==> src/rtl/ib_fifo_sub.sv <==
// ib_fifo_sub
// Per-port input buffer for the mesh router. Stores up to DEPTH flits in
// arrival order and presents the oldest one (show-ahead) to the
// route-computation stage. The current occupancy is exported as a pressure
// value, which neighbouring routers use for adaptive W/N selection.
//
// Ports:
//   ib_clk        sole clock; all state changes on its rising edge
//   rst           synchronous, active-high reset
//   data_in       flit from the link (DATASIZE bits)
//   valid_in      data_in carries a flit this cycle
//   ready_out     buffer can accept a flit this cycle
//   data_out      head flit toward route computation (all-zero when empty)
//   valid_out     data_out holds a real flit
//   rc_ready      route computation consumes data_out this cycle
//   pressure_out  current occupancy, 0..DEPTH
//   overflow_err  sticky flag, set by a write attempt while full
module ib_fifo_sub #(
  parameter int DEPTH    = 8,
  parameter int WIDTH    = 3,
  parameter int DATASIZE = 40
) (
  input  logic                ib_clk,
  input  logic                rst,
  input  logic [DATASIZE-1:0] data_in,
  input  logic                valid_in,
  output logic                ready_out,
  output logic [DATASIZE-1:0] data_out,
  output logic                valid_out,
  input  logic                rc_ready,
  output logic [WIDTH:0]      pressure_out,
  output logic                overflow_err
);

  localparam logic [WIDTH:0] FULL_COUNT = (WIDTH+1)'(DEPTH);

  logic [DATASIZE-1:0] mem [DEPTH];
  logic [WIDTH-1:0]    wr_ptr;
  logic [WIDTH-1:0]    rd_ptr;
  logic [WIDTH:0]      count;
  logic                push;
  logic                pop;
  logic                full;

  // Handshake flags are decoded from the registered count only, so ready_out
  // and pressure_out never depend combinationally on rc_ready and only move
  // at clock edges.
  always_comb begin
    full      = (count == FULL_COUNT);
    ready_out = ~full;
    valid_out = (count != '0);
    push      = valid_in & ready_out;
    pop       = valid_out & rc_ready;
    // Forced to zero when empty so stale memory contents never leak out.
    data_out  = valid_out ? mem[rd_ptr] : '0;
    pressure_out = count;
  end

  // Flit storage carries no reset; an empty buffer masks its contents.
  always_ff @(posedge ib_clk) begin
    if (push) begin
      mem[wr_ptr] <= data_in;
    end
  end

  // Pointers, occupancy and the sticky error flag. Reset takes priority
  // over any push or pop in the same cycle. A pop while full frees a slot
  // only from the next cycle on, so a simultaneous write attempt is still
  // dropped and flagged.
  always_ff @(posedge ib_clk) begin
    if (rst) begin
      wr_ptr       <= '0;
      rd_ptr       <= '0;
      count        <= '0;
      overflow_err <= 1'b0;
    end else begin
      if (push) begin
        wr_ptr <= wr_ptr + WIDTH'(1);
      end
      if (pop) begin
        rd_ptr <= rd_ptr + WIDTH'(1);
      end
      case ({push, pop})
        2'b10:   count <= count + (WIDTH+1)'(1);
        2'b01:   count <= count - (WIDTH+1)'(1);
        default: count <= count;
      endcase
      if (valid_in && full) begin
        overflow_err <= 1'b1;
      end
    end
  end

endmodule

==> config.mk <==
export PLATFORM = sky130hd
export DESIGN_NAME = ib_fifo_sub
export DESIGN_NICKNAME = d
export VERILOG_FILES = /design/src/rtl/ib_fifo_sub.sv
export SDC_FILE = /design/constraint.sdc
export NUM_CORES = 1
export LEC_CHECK = 0
export BUFFER_PORTS_ARGS = -buffer_cell sky130_fd_sc_hd__buf_4
export CORE_MARGIN = 4
export CORE_UTILIZATION = 46
export DETAILED_ROUTE_END_ITERATION = 16
export PLACE_DENSITY = 0.67
export SYNTH_ARGS = -nofsm -noshare
export SYNTH_HDL_FRONTEND = slang
export SYNTH_SLANG_ARGS = --single-unit
==> constraint.sdc <==
create_clock -name ib_clk -period 7.98 [get_ports ib_clk]
set_input_delay 0.399 -clock ib_clk [delete_from_list [all_inputs] [get_ports ib_clk]]
set_output_delay 0.399 -clock ib_clk [all_outputs]
set_load 0.005 [all_outputs]
==> out/metrics.yaml <==
run_status:
  status: "finished clean"
drt:
  met2_length_um: 12400
  drt_first_pass_iters: 4
  num_vias: 5889
  dr_wl_met3_um: 1810
  wl_per_cell_um: 22.8
  m1WireLength_um: 10300
  vias_per_cell: 5.38
  drcViolationCount: 0
  drt_iter0_drc: 421
  antenna_left: 0
  routed_wl_um: 25000
  dr.max_layer_used: "met4"
placed_design:
  dp.final_hpwl_um: 13800
  place.gp.congestion: 0.698
  port_buffers: 90
worst_setup_path:
  critPathMaxStageDelay_ps: 870
  cp_common_cell: "buf_4"
  cp-end-kind: "primary output"
  path_buf_inv: 2
  critical_path.cell_chain: "buf_4 > mux4_2 > mux2i_1 > nor2_1 > buf_4"
  crit_fanout: 48
  r2r_end: "pressure_out[3]"
  critical_path_class: "reg2out"
  crit_required_ps: 7580
  cp_top_family: "buffers and inverters"
  crit_slowest_cell: "buf_4"
  r2r_slack_ps: 5010
  rr_startpoint: "pressure_out[1]"
  rr_worst_depth: 9
  cp.arrival_ps: 3250
  start_kind: "flop"
worst_hold_path:
  min_path_cells: 1
  min_to: "mem[3][34]"
  worstHoldStart: "data_in[34]"
  hold_class: "in2reg"
layout:
  layout-drive-gt1-share_pct: 34.7
  utilization_pct: 55.6
  final_nets: 746
  area_delta_synth_final_pct: 17.7
  fillers: 2107
global_routing:
  grt_usage_pct: 16.6
  grt_pass1_vias: 6423
  antenna_found_initial: 1
  grt_overflow: 0
  grt_max_degree: 81
  grt_pass1_wl_um: 38800
yosys:
  yosysWarnings: 0
  async_reset_ff_share_pct: 0
  synth_seq_area_share_pct: 77.0
  yosysMostFrequentCell: "edfxtp_1"
  syn-cell-area_mm2: 0.0128
  synth_top_area_share_pct: 74.8
  synth.largest_area_cell: "edfxtp_1"
  ys_top_cells_by_count: "edfxtp_1, mux4_2, nor2_1"
  ys_seq_elements: 334
  synth_ff_type: "edfxtp_1"
  synth_cell_types: 37
  synth_area_leaders: "edfxtp_1, mux4_2, mux2i_1"
  synthCells: 586
  syn_avg_cell_area_um2: 21.9
  synth-edff-count: 320
  synth_fp_nets: 635
cts:
  numCtsBuffers: 35
  ctsResizeCount: 0
  cts_tree: "done"
  cts_setup_buffers: 0
  clkTransAtPathRegs_ps: 60
  cts-hold-fix-buffers: 0
  htree_num_levels: 2
  clk_latency_ps: 490
  cts_buffer_depth: 3
  clock_sink_count: 334
  clock-root-buffer: "clkbuf_16"
die:
  dieArea_mm2: 0.0307
  core_area_mm2: 0.0272
  dieWidth_um: 175
  num_rows: 60
  die_h_um: 175
  initial_core_util_pct: 47.3
  ios: 91
timing:
  relSlewSlack_pct: 16.5
  finalSetupViolations: 0
  clock_skew_ps: 9.45
  fmax_mhz: 274
  worst_pin_slew_ps: 1240
  final.period_utilization_pct: 45.7
  slew_viol_final: 0
  tns_ps: 0
  hold_viol: 0
  finalCriticalPeriod_ps: 3650
  grt_setup_unrepaired: "false"
run:
  drv_cap: 0
pwr:
  worst_ir_drop_vdd_mv: 0.204
  power.leakage_nw: 4.84
  power_density_mw_per_mm2: 320
## cells by family (layout without fill, tap and decap cells)
| family | Yosys count | count (layout) | synth area share [%] |
|---|---|---|---|
| compound gates | 6 | 6 | 0.321 |
| fa+ha+maj | 5 | 5 | 0.487 |
| buf+inv | 33 | 168 | 1.28 |
| mux | 124 | 124 | 17.5 |
| flops | 334 | 334 | 77.0 |
| simple gates | 77 | 77 | 2.90 |
| other cells | 0 | 1 | 0 |
| xor+xnor | 7 | 7 | 0.536 |
## layout by cell type (no fill, tap or decap), drive strengths merged, types with 2 or more instances in the layout
cell / count
edfxtp: 320
bufinv: 3
nand2b: 2
dfxtp: 14
ha: 5
mux2i: 42
buf: 105
nand2: 4
nor4: 2
clkbuf: 46
nand3: 4
mux4: 80
xor2: 6
nor3: 5
clkinv: 11
mux2: 2
nor2: 55
a21oi: 3
inv: 2
## per-layer routing
metal  vias up  track usage, %
met2       185            28.2
met4         0            3.93
li1       2627               -
met3        32            3.57
met5         -               0
met1      3045            22.2
## power by group
part / internal (mW) / switching, mW / total, mW
Combinational: 0.590 / 0.518 / 1.11
Clock: 0.942 / 0.618 / 1.56
Sequential: 2.05 / 0.120 / 2.17
## worst register-to-register path, stage by stage, from the launching register on
cell,delay (ps)
dfxtp_1,410
nor4_4,290
buf_4,540
inv_2,100
and2_1,240
ha_1,400
nor4b_1,340
a41oi_1,80
o41ai_1,110
mux2_1,360
## state kept, by name (all words and copies together) (netlist names), named ones only
register      flops
rd_ptr            3
overflow_err      1
pressure_out      4
mem             320
wr_ptr            3
## final cells by class
class                   count  area (µm²)  area share (%)
well taps                 372         465            3.08
flip-flops and latches    334        9900            65.5
diodes                      1        2.50          0.0166
repair buffers            105         788            5.22
clock buffers              46         960            6.35
clock inverters            15         149           0.985
inverters                   2        7.51          0.0497
multi-input cells         219        2840            18.8
## worst max path at each step
| stage | start | endpoint | slack, ps | cells after the start |
|---|---|---|---|---|
| floorplan | pressure_out[1] | mem[0][0] | 2760 | 4 |
| global placement | flop | data_out[38] | 4700 | 5 |
| detailed placement | flop | data_out[6] | 4700 | 5 |
| CTS | flop | data_out[6] | 4150 | 5 |
| global route | flop | data_out[3] | 3980 | 5 |
| finish | flop | data_out[6] | 4330 | 5 |
## per-stage QoR
stage / power [mW] / hold WS [ps] / cell area [µm²] / setup slack (ps) / cells
2_1_floorplan: 2.88 / 463 / 12800 / 2760 / 586
3_3_place_gp: 3.33 / 452 / 14000 / 4700 / 1032
3_5_place_dp: 3.35 / 467 / 14000 / 4700 / 1032
4_1_cts: 4.91 / 109 / 15100 / 4150 / 1093
5_1_grt: 5.08 / 113 / 15100 / 3980 / 1094
6_report: 4.84 / 136 / 15100 / 4330 / 1094
No activity file was read; power rests on OpenSTA's default activity.
